$ cat src/rtl/fir_ctrl_pkg.sv
// Shared types and elaboration helpers for the FIR coefficient/stream controller.
package fir_ctrl_pkg;

  typedef enum logic [1:0] {
    EMPTY = 2'd0,
    RUN   = 2'd1,
    PEND  = 2'd2,
    SWAP  = 2'd3
  } state_t;

  localparam int NB_COEFFS_DEF = 8;
  typedef logic signed [NB_COEFFS_DEF-1:0] coeff_t;

  // Number of clocks before every tap of a PARALLELISM-wide FIR holds real samples.
  function automatic int flush_cycles(input int n_coeffs, input int parallelism);
    return (n_coeffs - 1 + parallelism - 1) / parallelism;
  endfunction

  // Register width able to hold the values 0 .. count-1 (never less than 1 bit).
  function automatic int cnt_width(input int count);
    return (count <= 2) ? 1 : $clog2(count);
  endfunction

  // Shadow slot feeding active tap k; identity unless only the first half is loaded.
  function automatic int mirror_src(input int k, input int n_coeffs, input int n_load);
    return (k < n_load) ? k : (n_coeffs - 1 - k);
  endfunction

endpackage

$ cat src/rtl/fir_coeff_ctrl_if.sv
// Serial coefficient load port between the configuration bus and fir_coeff_ctrl.
interface fir_coeff_ctrl_if #(
  parameter int NB_COEFFS = 8
);
  // A beat transfers on a rising edge where i_coeff_valid && o_coeff_ready; the master
  // holds data/last stable while valid is high and ready only depends on controller state.
  logic                        i_coeff_valid;
  logic                        o_coeff_ready;
  logic signed [NB_COEFFS-1:0] i_coeff_data;
  logic                        i_coeff_last;

  modport master (
    output i_coeff_valid,
    output i_coeff_data,
    output i_coeff_last,
    input  o_coeff_ready
  );

  modport slave (
    input  i_coeff_valid,
    input  i_coeff_data,
    input  i_coeff_last,
    output o_coeff_ready
  );
endinterface

$ cat src/rtl/fir_warmup_cnt.sv
// Saturating shift-register warm-up counter and FIR output-valid gating.
module fir_warmup_cnt
  import fir_ctrl_pkg::*;
#(
  parameter int FLUSH_CYCLES = 4
) (
  input  logic i_clock,
  input  logic i_reset,
  input  logic i_in_valid,
  input  logic i_has_set,
  output logic o_out_valid
);

  localparam int CNT_W = cnt_width(FLUSH_CYCLES + 1);
  localparam logic [CNT_W-1:0] CNT_MAX = CNT_W'(FLUSH_CYCLES);

  logic [CNT_W-1:0] cnt_q;

  // Any gap in the input stream breaks the history, so warm-up starts over.
  always_ff @(posedge i_clock or posedge i_reset) begin
    if (i_reset) begin
      cnt_q <= '0;
    end else if (!i_in_valid) begin
      cnt_q <= '0;
    end else if (cnt_q != CNT_MAX) begin
      cnt_q <= cnt_q + 1'b1;
    end
  end

  assign o_out_valid = i_in_valid && i_has_set && (cnt_q == CNT_MAX);

endmodule

$ cat src/rtl/fir_coeff_ctrl.sv
// Coefficient shadow/active bank controller with boundary-gated atomic commit.
// FIR_COEFF_CTRL_SYM_EN: load only the first half of the taps and mirror them on commit.
module fir_coeff_ctrl
  import fir_ctrl_pkg::*;
#(
  parameter int NB_COEFFS   = 8,
  parameter int N_COEFFS    = 8,
  parameter int PARALLELISM = 2
) (
  input  logic                        i_clock,
  input  logic                        i_reset,
  fir_coeff_ctrl_if.slave             cfg,
  input  logic                        i_swap_en,
  input  logic                        i_in_valid,
  output logic signed [NB_COEFFS-1:0] o_coeffs [N_COEFFS],
  output logic                        o_out_valid,
  output logic                        o_swap_done,
  output logic                        o_load_err,
  output state_t                      o_state
);

  localparam int FLUSH_CYCLES = flush_cycles(N_COEFFS, PARALLELISM);
`ifdef FIR_COEFF_CTRL_SYM_EN
  localparam int N_LOAD = (N_COEFFS + 1) / 2;
`else
  localparam int N_LOAD = N_COEFFS;
`endif
  localparam int IDX_W = cnt_width(N_LOAD);
  localparam logic [IDX_W-1:0] IDX_END = IDX_W'(N_LOAD - 1);

  state_t                      state_q;
  state_t                      state_d;
  logic                        ready_q;
  logic                        ready_d;
  logic                        err_q;
  logic [IDX_W-1:0]            idx_q;
  logic signed [NB_COEFFS-1:0] shadow_q [N_LOAD];

  logic beat_acc;
  logic at_end;
  logic set_done;
  logic set_err;
  logic commit;

  assign beat_acc = cfg.i_coeff_valid && ready_q;
  assign at_end   = (idx_q == IDX_END);
  assign set_done = beat_acc && cfg.i_coeff_last && at_end;
  assign set_err  = beat_acc && (cfg.i_coeff_last != at_end);
  assign commit   = (state_q == PEND) && i_swap_en;

  // ---------------------------------------------------------------- FSM: state register
  // ready is registered from the next state so it reads 0 while reset is held.
  always_ff @(posedge i_clock or posedge i_reset) begin
    if (i_reset) begin
      state_q <= EMPTY;
      ready_q <= 1'b0;
    end else begin
      state_q <= state_d;
      ready_q <= ready_d;
    end
  end

  // ---------------------------------------------------------------- FSM: next state
  always_comb begin
    state_d = state_q;
    case (state_q)
      EMPTY, RUN: if (set_done)  state_d = PEND;
      PEND:       if (i_swap_en) state_d = SWAP;
      SWAP:                      state_d = RUN;
      default:                   state_d = EMPTY;
    endcase
  end

  // ---------------------------------------------------------------- FSM: outputs
  always_comb begin
    ready_d     = 1'b0;
    o_swap_done = 1'b0;
    case (state_d)
      EMPTY, RUN: ready_d = 1'b1;
      default:    ready_d = 1'b0;
    endcase
    if (state_q == SWAP) o_swap_done = 1'b1;
  end

  assign cfg.o_coeff_ready = ready_q;
  assign o_load_err        = err_q;
  assign o_state           = state_q;

  // ---------------------------------------------------------------- shadow bank and index
  // A malformed set just rewinds the index; the shadow contents are overwritten by the next set.
  always_ff @(posedge i_clock or posedge i_reset) begin
    if (i_reset) begin
      idx_q <= '0;
      err_q <= 1'b0;
      for (int k = 0; k < N_LOAD; k++) shadow_q[k] <= '0;
    end else begin
      err_q <= set_err;
      if (beat_acc) begin
        shadow_q[idx_q] <= cfg.i_coeff_data;
        if (set_done || set_err) idx_q <= '0;
        else                     idx_q <= idx_q + 1'b1;
      end
    end
  end

  // ---------------------------------------------------------------- active bank
  // All taps move on the commit edge only; the shadow is frozen while PEND holds ready low.
  always_ff @(posedge i_clock or posedge i_reset) begin
    if (i_reset) begin
      for (int k = 0; k < N_COEFFS; k++) o_coeffs[k] <= '0;
    end else if (commit) begin
      for (int k = 0; k < N_COEFFS; k++) o_coeffs[k] <= shadow_q[mirror_src(k, N_COEFFS, N_LOAD)];
    end
  end

  fir_warmup_cnt #(
    .FLUSH_CYCLES (FLUSH_CYCLES)
  ) u_warmup (
    .i_clock     (i_clock),
    .i_reset     (i_reset),
    .i_in_valid  (i_in_valid),
    .i_has_set   (state_q != EMPTY),
    .o_out_valid (o_out_valid)
  );

endmodule

$ cat src/flat_wrapper.sv
// flat-port wrapper written by rule: the top's interface ports become plain ports
module fir_coeff_ctrl_flat import fir_ctrl_pkg::*;
#(
  parameter int NB_COEFFS   = 8,
  parameter int N_COEFFS    = 8,
  parameter int PARALLELISM = 2
)
  (i_clock, i_reset, i_swap_en, i_in_valid, o_coeffs, o_out_valid, o_swap_done, o_load_err, o_state, cfg_i_coeff_valid, cfg_i_coeff_data, cfg_i_coeff_last, cfg_o_coeff_ready);
  fir_coeff_ctrl_if #(.NB_COEFFS(NB_COEFFS)) cfg_i ();
  input  logic i_clock;
  input  logic i_reset;
  input  logic i_swap_en;
  input  logic i_in_valid;
  output logic signed [NB_COEFFS-1:0] o_coeffs[N_COEFFS];
  output logic o_out_valid;
  output logic o_swap_done;
  output logic o_load_err;
  output state_t o_state;
  input wire logic [$bits(cfg_i.i_coeff_valid)-1:0] cfg_i_coeff_valid;
  input wire logic [$bits(cfg_i.i_coeff_data)-1:0] cfg_i_coeff_data;
  input wire logic [$bits(cfg_i.i_coeff_last)-1:0] cfg_i_coeff_last;
  output wire logic [$bits(cfg_i.o_coeff_ready)-1:0] cfg_o_coeff_ready;
  assign cfg_i.i_coeff_valid = cfg_i_coeff_valid;
  assign cfg_i.i_coeff_data = cfg_i_coeff_data;
  assign cfg_i.i_coeff_last = cfg_i_coeff_last;
  assign cfg_o_coeff_ready = cfg_i.o_coeff_ready;
  fir_coeff_ctrl #(.NB_COEFFS(NB_COEFFS), .N_COEFFS(N_COEFFS), .PARALLELISM(PARALLELISM)) u_core (.i_clock(i_clock), .i_reset(i_reset), .cfg(cfg_i), .i_swap_en(i_swap_en), .i_in_valid(i_in_valid), .o_coeffs(o_coeffs), .o_out_valid(o_out_valid), .o_swap_done(o_swap_done), .o_load_err(o_load_err), .o_state(o_state));
endmodule
$ cat config.mk
export PLATFORM = sky130hd
export DESIGN_NAME = fir_coeff_ctrl_flat
export DESIGN_NICKNAME = d
export VERILOG_FILES = /design/src/rtl/fir_ctrl_pkg.sv /design/src/rtl/fir_coeff_ctrl_if.sv /design/src/rtl/fir_warmup_cnt.sv /design/src/rtl/fir_coeff_ctrl.sv /design/src/flat_wrapper.sv
export SDC_FILE = /design/constraint.sdc
export NUM_CORES = 1
export LEC_CHECK = 0
export ABC_AREA = 1
export ABC_CLOCK_PERIOD_IN_PS = 11400
export BUFFER_PORTS_ARGS = -buffer_cell sky130_fd_sc_hd__buf_2
export CORE_UTILIZATION = 36
export DETAILED_ROUTE_END_ITERATION = 8
export GPL_TIMING_DRIVEN = 0
export PLACE_DENSITY_LB_ADDON = 0.2
export SYNTH_ARGS = -nofsm -noshare
export SYNTH_HDL_FRONTEND = slang
export SYNTH_HIERARCHICAL = 1
export SYNTH_SLANG_ARGS = --single-unit
$ cat constraint.sdc
create_clock -name i_clock -period 11.4 [get_ports i_clock]
set_input_delay 0.57 -clock i_clock [delete_from_list [all_inputs] [get_ports i_clock]]
set_output_delay 0.57 -clock i_clock [all_outputs]
set_load 0.005 [all_outputs]
==> results of run 1 <==
[critical path: stages, from the launching register on]
cell and delay [ns]:
sky130_fd_sc_hd__dfrtp_1 0.47, sky130_fd_sc_hd__or2_2 0.36, sky130_fd_sc_hd__nand2_1 0.07, sky130_fd_sc_hd__nor2_1 0.03, sky130_fd_sc_hd__buf_2 0.12
[power by group through the flow]
stage | sequential, uW | combinational (uW) | clock, uW
after floorplan | 668 | 142 | 0
after global placement | 682 | 183 | 0
after detailed placement | 686 | 191 | 0
after CTS | 679 | 192 | 513
after global routing | 694 | 224 | 536
final | 680 | 190 | 503
[final timing paths]
kind | start | to | slack [ns] | cells after the start
max | u_core/o_state[0]$_DFF_PP0_ | o_out_valid | 9.38 | 4
min | i_reset | u_core/u_warmup/cnt_q[2]$_DFFE_PP0P_ | 0.07 | 2
max reg2reg | u_core/cfg.o_coeff_ready$_DFF_PP0_ | u_core/shadow_q[22]$_DFFE_PP0P_ | 9.87 | 5
min reg2reg | u_core/o_coeffs[52]$_DFFE_PP0P_ | u_core/o_coeffs[52]$_DFFE_PP0P_ | 0.46 | 2
max in group asynchronous | i_reset | u_core/shadow_q[26]$_DFFE_PP0P_ | 10.40 | 3
min in group i_clock | u_core/o_coeffs[52]$_DFFE_PP0P_ | u_core/o_coeffs[52]$_DFFE_PP0P_ | 0.46 | 2
[layer usage]
layer | vias up | share of wire (%) | GRT usage (%) | wire [um]
li1 | 2178 | - | - | -
met1 | 2116 | 47 | 25.5 | 6500
met3 | 15 | 5.8 | 4.29 | 815
met5 | - | 0 | 0 | 0
met4 | 0 | 1.4 | 7.16 | 194
met2 | 117 | 46 | 29.2 | 6440
[cells by family after synthesis]
logic type,Yosys count,synth area share [%]
simple gates,432,32.0
compound gates,7,0.631
fa+ha+maj,4,0.902
flops,138,62.2
buf+inv,46,4.19
[per-stage QoR]
step	setup slack (ns)	hold WS [ns]	instance area [um^2]
after floorplan	7.22	0.324	5550
after detailed placement	9.58	0.458	6190
after global routing	9.29	0.0806	6730
after global placement	5.81	0.446	6160
after CTS	9.37	0.0579	6730
final	9.38	0.0680	6730
[sequential cells by signal, summed over array words and instances, names as in the netlist]
register / flops
u_core/shadow_q: 64
u_core/o_state: 2
u_core/idx_q: 3
u_core/o_load_err: 1
u_core/o_coeffs: 64
u_core/u_warmup/cnt_q: 3
u_core/cfg.o_coeff_ready: 1
[cell type report]
type / instances / area [um^2] / share of cell area, %
Buffer: 31 / 176 / 2.62
Clock buffer: 29 / 500 / 7.44
Clock inverter: 2 / 35.0 / 0.521
Inverter: 15 / 61.3 / 0.911
Multi-Input combinational cell: 443 / 1860 / 27.7
Sequential cell: 138 / 3450 / 51.3
Tap cell: 188 / 235 / 3.50
Timing Repair Buffer: 76 / 403 / 5.99
[layout by cell type (no fill, tap or decap)]
cell,count
sky130_fd_sc_hd__o21ai_0,3
sky130_fd_sc_hd__inv_6,1
sky130_fd_sc_hd__nand3_1,102
sky130_fd_sc_hd__buf_16,1
sky130_fd_sc_hd__inv_2,3
sky130_fd_sc_hd__nor2_2,1
sky130_fd_sc_hd__clkbuf_8,3
sky130_fd_sc_hd__nand2_1,314
sky130_fd_sc_hd__buf_6,5
sky130_fd_sc_hd__buf_2,90
sky130_fd_sc_hd__clkinv_1,1
sky130_fd_sc_hd__buf_1,1
sky130_fd_sc_hd__nor2_4,2
sky130_fd_sc_hd__dfrtp_1,138
sky130_fd_sc_hd__clkbuf_1,18
sky130_fd_sc_hd__clkbuf_16,17
sky130_fd_sc_hd__nor2_1,9
sky130_fd_sc_hd__nand2_2,1
sky130_fd_sc_hd__a21oi_1,4
sky130_fd_sc_hd__ha_1,4
sky130_fd_sc_hd__clkinv_2,1
sky130_fd_sc_hd__or2_2,1
sky130_fd_sc_hd__inv_1,10
sky130_fd_sc_hd__buf_4,1
sky130_fd_sc_hd__nand4_1,2
sky130_fd_sc_hd__bufinv_16,1
==> parameters.txt, run 1 <==
Parameter                              Value

Status
  Result of the run    complete, no violations

Floorplanning
  Die Span Y    126 um
  Row Count    45
  Area of the core    15100 um^2
  Effective utilization at floorplan    36.6%
  I/O pin total    84
  Die boundary width    126 um
  Die ar.    15900 um^2

Power
  Leakage    0.00387 uW
  Total Power    1370 uW
  Register share of total power    49.5%
  Internal portion of total power    992 uW
  Switching Share    27.8%
  Power density over the cells    204 nW/um^2
  Relative contribution of the clock network to total power    36.6%
  Portion of total power attributed to combinational logic    13.8%
  Worst supply voltage drop on vdd    109 uV
  Switching power    381 uW

Placement
  Number of instances in the placed design    891
  Final estimated routing congestion in global placement    0.785
  Detailed-placement wirelength estimate    9.52 mm
  Port buffer count    75

Cells and area
  Ant diodes    0
  P&R area growth vs syn    21.2%
  Net count of the finished layout    740
  Number of fill cells    1504
  Non-filler cells, final    922
  Fraction of final layout cells sized beyond drive strength 1    17.4%
  Post-Route Utilization    44.4%

Yosys
  Synthesized instance count    627
  Count of flip-flops with a built-in enable after synthesis    0
  Net count after synthesis    645
  Post-synth top cells    sky130_fd_sc_hd__nand2_1 (314), sky130_fd_sc_hd__dfrtp_1 (138), sky130_fd_sc_hd__nand3_1 (102)
  Average instance area after synthesis    8.85 um^2
  Share of synthesized area occupied by flip-flops and latches    62.2%
  Yosys top cell area share    62.2%
  Post-synthesis register bit count    138
  Number of distinct library cells after synthesis    20
  Fraction of registers with async set/reset    100%
  Most frequently used flop master after synthesis    sky130_fd_sc_hd__dfrtp_1
  Synthesized area    5550 um^2
  Total of warnings raised by yosys    6
  Leading cell type by number of instances after synthesis    sky130_fd_sc_hd__nand2_1
  Library cell occupying the most area in the post-synthesis netlist    sky130_fd_sc_hd__dfrtp_1
  Top post-synthesis cells by area    sky130_fd_sc_hd__dfrtp_1 (62%), sky130_fd_sc_hd__nand2_1 (21%), sky130_fd_sc_hd__nand3_1 (9.2%)

Timing
  Number of hold violations in the final report    0
  # setup viols final    0
  Fin crit share    17.7%
  Setup TNS    0 ns
  Maximum clock rate    496 MHz
  Slew Limit Headroom    50.7%
  Final setup skew    0.00693 ns
  Setup repair after global routing missed its margin    no
  Final max-slew violation count    0
  Post-route minimum period    2.02 ns
  Slew @ Worst Pin    0.739 ns

Setup path
  Element type at the critical path start    flip-flop
  Type of element capturing the critical path    output pin
  Worst path required time    10.83 ns
  Worst EP arrival    1.45 ns
  Crit-path max FO    6
  Critical path class    reg -> out

Detailed routing
  DR vias    4426
  Post-detailed-route via-to-cell ratio    4.80
  Number of detailed-route iterations in the first pass    5
  Detailed-route wire length    14.0 mm
  Post-route DRC    0
  Post-detailed-route count of antenna-violating nets    0
  DRC violation total after the first TritonRoute iteration    338
  Wire length per cell after detailed routing    15.1 um

Run
  Max-cap check violation count    0

Clock network
  TritonCTS clock tree    yes
  Clock transition at the registers of the reported paths    0.05 ns
  Clock Tree Root    sky130_fd_sc_hd__clkbuf_16
  Buffers from clock root to sink, at most    2
  Post-CTS setup buffer count    0
  Worst skew pair latency    0.41 ns
  Clock buffers created by TritonCTS    17
  Post-CTS Resized    0
  Level count of the clock H-tree    4
  Sinks on the clock net    138
  # hold bufs at CTS    0

Global route
  Pin count of the biggest net entering global routing    70
  All-layer global routing usage    18.8%
  Initial antenna violation count    0
  First-pass GRT wire length    22.8 mm
  Vias in the first global route    4440
  Total congestion overflow after global routing    0

Hold path
  Kind of path behind the tightest hold check    in -> async
No activity file was read; power rests on OpenSTA's default activity.
==> run 2, diff against run 1 <==
- ABC_CLOCK_PERIOD_IN_PS: 11400 -> 1700
- clock period: 11.4 -> 1.7 ns (I/O delays scaled with it)
==> run 2 against run 1 <==
Wire length shrank 0.51%. Utilization grew 1.3 points. Worst hold slack gained 0.014 ns. Cell area grew 2.9%. Setup slack lost 9.2 ns. First-iteration DRC count shrank 23%. Register-to-register slack lost 9.6 ns. Flip-flop and latch count is the same. Power grew to 7.3 times the previous value. Count of clock-buffer cells in the layout shrank 7. Clock skew grew 0.00053 ns. Critical endpoint unchanged. Largest power group unchanged.
==> parameters.txt, run 2 (synthesized netlist as in run 1, its figures left out) <==
Parameter                              Value

Status
  Result of the run    complete, no violations

Timing
  Setup TNS    0 ns (unchanged)
  Post-route minimum period    1.53 ns
  Final setup margin    0.171 ns (-9.21 ns)
  Number of hold violations in the final report    0 (unchanged)
  Slew @ Worst Pin    0.690 ns (-0.0490 ns)
  Final Hold Slack    0.0816 ns (+0.0136 ns)
  Setup repair after global routing missed its margin    no
  Final max-slew violation count    0 (unchanged)
  Maximum clock rate    654 MHz
  Fin crit share    89.9%
  Final setup skew    0.00746 ns (+0.000527 ns)
  # setup viols final    0 (unchanged)
  Slew Limit Headroom    54.0% (+3.3 points)

Cells and area
  Ant diodes    0 (unchanged)
  Fraction of final layout cells sized beyond drive strength 1    18.8% (+1.3 points)
  Most common library cell in the layout ignoring fill and taps    sky130_fd_sc_hd__nand2_1
  Non-filler cells, final    928 (+0.65%)
  Registers with the most flip-flops    u_core/o_coeffs: 64 flops, u_core/shadow_q: 64 flops
  Number of fill cells    1509 (+0.33%)
  Most frequent cells in the layout    sky130_fd_sc_hd__nand2_1 (314), sky130_fd_sc_hd__dfrtp_1 (138), sky130_fd_sc_hd__nand3_1 (102)
  Post-Route Utilization    45.7% (+1.3 points)
  P&R area growth vs syn    24.8%
  Net count of the finished layout    745 (+0.68%)

Detailed routing
  Post-detailed-route via-to-cell ratio    4.75 (-1.1%)
  Number of detailed-route iterations in the first pass    4 (-1)
  DRC violation total after the first TritonRoute iteration    261 (-23%)
  DR vias    4405 (-0.47%)
  Post-detailed-route count of antenna-violating nets    0 (unchanged)
  Post-route DRC    0 (unchanged)
  Detailed-route wire length    13.9 mm (-0.51%)
  Wire length per cell after detailed routing    15.0 um (-1.2%)

Placement
  Final estimated routing congestion in global placement    0.798 (+1.6%)
  Port buffer count    75 (unchanged)
  Number of instances in the placed design    893 (+0.22%)
  Detailed-placement wirelength estimate    9.46 mm (-0.60%)
  Worst slack at placement    0.235 ns (-9.35 ns)

Clock network
  Worst skew pair latency    0.42 ns (about the same)
  Level count of the clock H-tree    4 (unchanged)
  Sinks on the clock net    138 (unchanged)
  Clock buffers created by TritonCTS    17 (unchanged)
  Buffers from clock root to sink, at most    2 (unchanged)
  TritonCTS clock tree    yes
  Post-CTS setup buffer count    0 (unchanged)
  Clock transition at the registers of the reported paths    0.06 ns (about the same)
  Clock Tree Root    sky130_fd_sc_hd__clkbuf_16

Global route
  All-layer global routing usage    18.8% (+0.026 points)
  Pin count of the biggest net entering global routing    41 (-41%)
  First-pass GRT wire length    22.7 mm (-0.54%)
  Vias in the first global route    4484 (+0.99%)
  Total congestion overflow after global routing    0 (unchanged)
  Initial antenna violation count    0 (unchanged)

Power
  Switching power    2660 uW (+600%)
  Relative contribution of the clock network to total power    41.4% (+4.8 points)
  Power density over the cells    1440 nW/um^2 (+600%)
  Register share of total power    45.8% (-3.7 points)
  Switching Share    26.7% (-1.1 points)
  Internal portion of total power    7300 uW (+640%)
  Worst supply voltage drop on vdd    780 uV (+610%)
  Portion of total power attributed to combinational logic    12.8% (-1.0 points)
  Leakage    0.00395 uW (+2.2%)

Setup path
  Worst reg2reg startpoint    u_core/idx_q[0]$_DFFE_PP0P_
  FF-to-FF setup slack    0.25 ns (-9.62 ns)
  Critical path class    reg -> out
  R2r worst-path depth    5 (unchanged)
  R2r endpoint    u_core/shadow_q[23]$_DFFE_PP0P_
  Worst EP arrival    1.44 ns (about the same)
  Element type at the critical path start    flip-flop
  Worst path required time    1.62 ns (-9.21 ns)
  Crit-path max FO    4 (-2)
  Type of element capturing the critical path    output pin

Hold path
  Hold_sp    cfg_i_coeff_data[7]
  Hold worst-path end    u_core/shadow_q[55]$_DFFE_PP0P_
  Depth of the worst hold-timing path    3
  Kind of path behind the tightest hold check    in -> reg

Floorplanning
  I/O pin total    84 (unchanged)
  Area of the core    15100 um^2 (unchanged)
  Effective utilization at floorplan    36.6% (unchanged)
  Row Count    45 (unchanged)
  Die ar.    15900 um^2 (unchanged)
  Die boundary width    126 um (unchanged)
  Die Span Y    126 um (unchanged)

Run
  Max-cap check violation count    0 (unchanged)
## run 2: changes by cell type in the layout (fill, tap and decap cells not counted), sizes merged
cell / delta
inv: -1
clkbuf: -7
clkinv: +2
buf: +2
clkinvlp: +3
bufinv: +4
dlygate4sd3: +3
## run 2: power by group through the flow
stage	Clock (uW)	Combinational, uW	Sequential, uW
after floorplan	0	952	4480
after global placement	0	1220	4580
after detailed placement	0	1280	4610
after CTS	4200	1300	4550
after global routing	4360	1520	4660
final	4120	1280	4560
## run 2: worst max-delay path, cell delays in order, from the launching register on
cell	delay, ns
sky130_fd_sc_hd__dfrtp_1	0.40
sky130_fd_sc_hd__inv_1	0.09
sky130_fd_sc_hd__ha_1	0.21
sky130_fd_sc_hd__nand2_1	0.12
sky130_fd_sc_hd__nor2_1	0.11
sky130_fd_sc_hd__buf_2	0.11
## run 2: per-stage QoR
step | cell area [um^2] | total power (uW)
final | 6920 | 9960
after global routing | 6920 | 10500
after CTS | 6920 | 10100
after detailed placement | 6220 | 5890
after global placement | 6160 | 5800
after floorplan | 5550 | 5430
## run 2: worst max path at each step
| stage | startpoint | endpoint | slack, ns | cells past startpoint |
|---|---|---|---|---|
| floorplan | i_reset | u_core/cfg.o_coeff_ready$_DFF_PP0_ | -0.06 | 1 |
| global placement | i_reset | u_core/o_coeffs[60]$_DFFE_PP0P_ | -0.91 | 2 |
| detailed placement | u_core/idx_q[0]$_DFFE_PP0P_ | u_core/shadow_q[23]$_DFFE_PP0P_ | 0.23 | 5 |
| CTS | u_core/u_warmup/cnt_q[0]$_DFFE_PP0P_ | o_out_valid | 0.18 | 5 |
| global route | u_core/idx_q[0]$_DFFE_PP0P_ | u_core/shadow_q[19]$_DFFE_PP0P_ | 0.04 | 5 |
| finish | u_core/u_warmup/cnt_q[0]$_DFFE_PP0P_ | o_out_valid | 0.17 | 5 |
## run 2: layer usage
| metal | GRT usage (%) | vias up | share of wire (%) |
|---|---|---|---|
| met1 | 24.3 | 2102 | 45 |
| met2 | 30.0 | 93 | 48 |
| met4 | 8.65 | 0 | 1.8 |
| met5 | 0 | - | 0 |
| met3 | 4.42 | 16 | 4.9 |
| li1 | - | 2194 | - |
## run 2: what timing repair did
item | CTS | global route
gates resized for setup | 0 | 0
hold endpoints to repair | 27 | 0
hold buffers | 3 | 0
## run 2: final cells by class
class	instances	area, um^2	area share (%)
tap	188	235	3.40
multi-input combinational	443	1860	26.9
timing repair buffer	81	465	6.72
buffer	31	176	2.55
inverter	15	60.1	0.867
sequential	138	3450	49.9
clock buffer	22	484	6.99
clock inverter	10	188	2.71
==> run 3, diff against run 2 <==
- ABC_AREA: 1 -> default
- CAP_MARGIN: default -> 20
==> run 3 against run 2 <==
Count of clock-buffer cells in the layout shrank 5. Clock power shrank 6.6%. Sequential share of layout area grew 1.1 points. Clock skew shrank 0.0015 ns. Cell count shrank 32%. Utilization grew 0.87 points. Combinational power grew 37%. Setup slack lost 0.12 ns. Maximum frequency shrank 7.5%. Synthesized area shrank 3.5%. Register-to-register slack lost 0.20 ns. Highest routed layer unchanged.
==> parameters.txt, run 3 <==
Parameter                              Value

Status
  Result of the run    complete, no violations

Setup path
  Worst reg2reg startpoint    u_core/idx_q[0]$_DFFE_PP0P_
  Crit-path max FO    8 (+4)
  FF-to-FF setup slack    0.05 ns (-0.20 ns)
  R2r endpoint    u_core/shadow_q[63]$_DFFE_PP0P_
  Critical path class    reg -> reg
  Type of element capturing the critical path    flip-flop
  Worst path required time    2.00 ns (+0.38 ns)
  Worst EP arrival    1.95 ns (+0.51 ns)
  Element type at the critical path start    flip-flop
  R2r worst-path depth    4 (-1)

Clock network
  Buffers from clock root to sink, at most    2 (unchanged)
  Level count of the clock H-tree    4 (unchanged)
  Worst skew pair latency    0.41 ns (about the same)
  Clock Tree Root    sky130_fd_sc_hd__clkbuf_16
  TritonCTS clock tree    yes
  Clock buffers created by TritonCTS    17 (unchanged)
  Clock transition at the registers of the reported paths    0.06 ns (about the same)
  Sinks on the clock net    138 (unchanged)

Cells and area
  Net count of the finished layout    451 (-39%)
  Number of fill cells    1336 (-11%)
  Combined area of the multi-input logic cells    1830 um^2 (-1.7%)
  Ant diodes    0 (unchanged)
  Most common library cell in the layout ignoring fill and taps    sky130_fd_sc_hd__dfrtp_1
  P&R area growth vs syn    26.4%
  Seq. cell area    3450 um^2 (unchanged)
  Non-filler cells, final    630 (-32%)
  Most frequent cells in the layout    sky130_fd_sc_hd__dfrtp_1 (138), sky130_fd_sc_hd__mux2_2 (109), sky130_fd_sc_hd__buf_2 (89)
  Registers with the most flip-flops    u_core/o_coeffs: 64 flops, u_core/shadow_q: 64 flops
  Fraction of final layout cells sized beyond drive strength 1    59.6% (+41 points)

Placement
  Port buffer count    83 (+11%)
  Number of instances in the placed design    593 (-34%)
  Final estimated routing congestion in global placement    0.690 (-13%)
  Detailed-placement wirelength estimate    7.30 mm (-23%)

Floorplanning
  Area of the core    14500 um^2 (-4.0%)
  Row Count    44 (-2.2%)
  Die ar.    15400 um^2 (-3.4%)
  I/O pin total    84 (unchanged)
  Effective utilization at floorplan    36.9% (+0.22 points)
  Die Span Y    124 um (-1.7%)
  Die boundary width    124 um (-1.7%)

Yosys
  Total of warnings raised by yosys    6 (unchanged)
  Synthesized instance count    323 (-48%)
  Top post-synthesis cells by area    sky130_fd_sc_hd__dfrtp_1 (64%), sky130_fd_sc_hd__mux2_2 (23%), sky130_fd_sc_hd__mux2_4 (4.5%)
  Synthesized area    5360 um^2 (-3.5%)
  Number of distinct library cells after synthesis    30 (+50%)
  Library cell occupying the most area in the post-synthesis netlist    sky130_fd_sc_hd__dfrtp_1
  Net count after synthesis    341 (-47%)
  Count of flip-flops with a built-in enable after synthesis    0 (unchanged)
  Yosys top cell area share    64.5% (+2.2 points)
  Most frequently used flop master after synthesis    sky130_fd_sc_hd__dfrtp_1
  Share of synthesized area occupied by flip-flops and latches    64.5% (+2.2 points)
  Leading cell type by number of instances after synthesis    sky130_fd_sc_hd__dfrtp_1
  Post-synthesis register bit count    138 (unchanged)
  Average instance area after synthesis    16.6 um^2 (+87%)
  Fraction of registers with async set/reset    100% (unchanged)
  Post-synth top cells    sky130_fd_sc_hd__dfrtp_1 (138), sky130_fd_sc_hd__mux2_2 (109), sky130_fd_sc_hd__mux2_4 (16)

Global route
  Total congestion overflow after global routing    0 (unchanged)
  Pin count of the biggest net entering global routing    45 (+9.8%)
  Initial antenna violation count    0 (unchanged)
  Vias in the first global route    3109 (-31%)
  All-layer global routing usage    15.9% (-2.9 points)
  First-pass GRT wire length    17.4 mm (-23%)

Power
  Portion of total power attributed to combinational logic    17.0% (+4.2 points)
  Relative contribution of the clock network to total power    37.5% (-3.9 points)
  Total Power    10300 uW (+3.3%)
  Internal portion of total power    7780 uW (+6.6%)
  Leakage    0.00354 uW (-10%)
  Register share of total power    45.5% (-0.3 points)
  Worst supply voltage drop on vdd    702 uV (-10%)
  Switching Share    24.4% (-2.3 points)
  Switching power    2510 uW (-5.8%)
  Power density over the cells    1520 nW/um^2 (+5.7%)

Timing
  Slew @ Worst Pin    0.770 ns (+0.0802 ns)
  Fin crit share    97.2% (+7.3 points)
  Final Hold Slack    0.0330 ns (-0.0486 ns)
  Setup repair after global routing missed its margin    yes
  # setup viols final    0 (unchanged)
  Final max-slew violation count    0 (unchanged)
  Final setup skew    0.00599 ns (-0.00147 ns)
  Slew Limit Headroom    48.6% (-5.5 points)
  Post-route minimum period    1.65 ns (+0.124 ns)
  Maximum clock rate    605 MHz (-7.5%)
  Setup TNS    0 ns (unchanged)
  Number of hold violations in the final report    0 (unchanged)

Detailed routing
  Post-route DRC    0 (unchanged)
  DR vias    3024 (-31%)
  Number of detailed-route iterations in the first pass    4 (unchanged)
  DRC violation total after the first TritonRoute iteration    87 (-67%)
  Wire length per cell after detailed routing    17.5 um (+17%)
  Detailed-route wire length    11.1 mm (-20%)
  Post-detailed-route count of antenna-violating nets    0 (unchanged)
  Post-detailed-route via-to-cell ratio    4.80 (+1.1%)

Run
  Max-cap check violation count    0 (unchanged)

Hold path
  Hold worst-path end    u_core/shadow_q[47]$_DFFE_PP0P_
  Kind of path behind the tightest hold check    in -> reg
  Depth of the worst hold-timing path    2 (-1)
  Hold_sp    cfg_i_coeff_data[7]
[run 3: changes by cell type after synthesis, sizes merged, moves of 5 or more]
cell / change
nand2: -311
mux2: +129
nand3: -100
buf: -13
clkbuf: -9
inv: -8
nor2: -7
nor3: +5
[run 3: how the worst max path moves through the flow]
stage,slack [ns],endpoint,start,cells after the start
after global placement,-0.91,u_core/shadow_q[42]$_DFFE_PP0P_,i_reset,2
after floorplan,-0.06,u_core/cfg.o_coeff_ready$_DFF_PP0_,i_reset,1
final,0.05,u_core/shadow_q[63]$_DFFE_PP0P_,u_core/idx_q[0]$_DFFE_PP0P_,4
after global routing,-0.02,u_core/shadow_q[0]$_DFFE_PP0P_,u_core/idx_q[0]$_DFFE_PP0P_,4
after detailed placement,-0.16,u_core/o_coeffs[13]$_DFFE_PP0P_,u_core/o_state[1]$_DFF_PP0_,3
after CTS,0.03,u_core/shadow_q[49]$_DFFE_PP0P_,u_core/idx_q[0]$_DFFE_PP0P_,5
[run 3: power by group through the flow]
stage                     sequential [uW]  clock [uW]  combinational, uW
after detailed placement             4750           0               1760
after global placement               4710           0               1680
final                                4690        3850               1750
after CTS                            4700        3950               1780
after floorplan                      4670           0               1130
after global routing                 4820        4110               1940
[run 3: critical path, stage by stage, from the launching register on]
cell and delay (ns):
sky130_fd_sc_hd__dfrtp_1 0.40, sky130_fd_sc_hd__buf_6 0.15, sky130_fd_sc_hd__or4_1 0.51, sky130_fd_sc_hd__buf_6 0.18, sky130_fd_sc_hd__mux2_4 0.30
[run 3: what timing repair did]
item,4_1_cts,5_1_grt
hold endpoints to repair,39,0
setup endpoints to repair,60,38
hold buffers,4,0
pin swaps,0,1
resized for setup,1,3
setup buffers,0,1
[run 3: layout make-up]
type                       instances  area share (%)
buffer                             9           0.887
clock buffer                      17            6.28
clock inverter                    15            2.98
inverter                           6           0.388
multi-input combinational        170            27.0
sequential                       138            51.0
tap                              184            3.40
timing repair buffer              91            8.02
[run 3: cell families (layout without fill, tap and decap cells)]
| group | count (synthesis) | count (layout) | synth area share [%] |
|---|---|---|---|
| xor gates and xnor gates | 1 | 1 | 0.164 |
| adders and majority gates | 4 | 4 | 0.934 |
| DFF | 138 | 138 | 64.5 |
| AOI/OAI and AO/OA | 9 | 9 | 1.05 |
| and+or+nand+nor | 27 | 27 | 3.64 |
| muxes | 129 | 129 | 28.2 |
| buffers and inverters | 15 | 138 | 1.49 |
[run 3: routing by layer]
metal | vias up | share of wire [%] | track usage, %
met5 | - | 0 | 0
met3 | 17 | 5.6 | 6.00
met1 | 1569 | 44 | 20.0
met2 | 62 | 49 | 24.7
li1 | 1376 | - | -
met4 | 0 | 1.4 | 6.32
[run 3: per-stage QoR]
stage / instance area [um^2] / util (%) / worst slack [ns]
6_report: 6770 / 46.6 / 0.0469
4_1_cts: 6750 / 46.4 / 0.0317
3_3_place_gp: 6010 / 41.3 / -0.907
5_1_grt: 6770 / 46.6 / -0.0240
3_5_place_dp: 6070 / 41.8 / -0.164
2_1_floorplan: 5360 / - / -0.0642
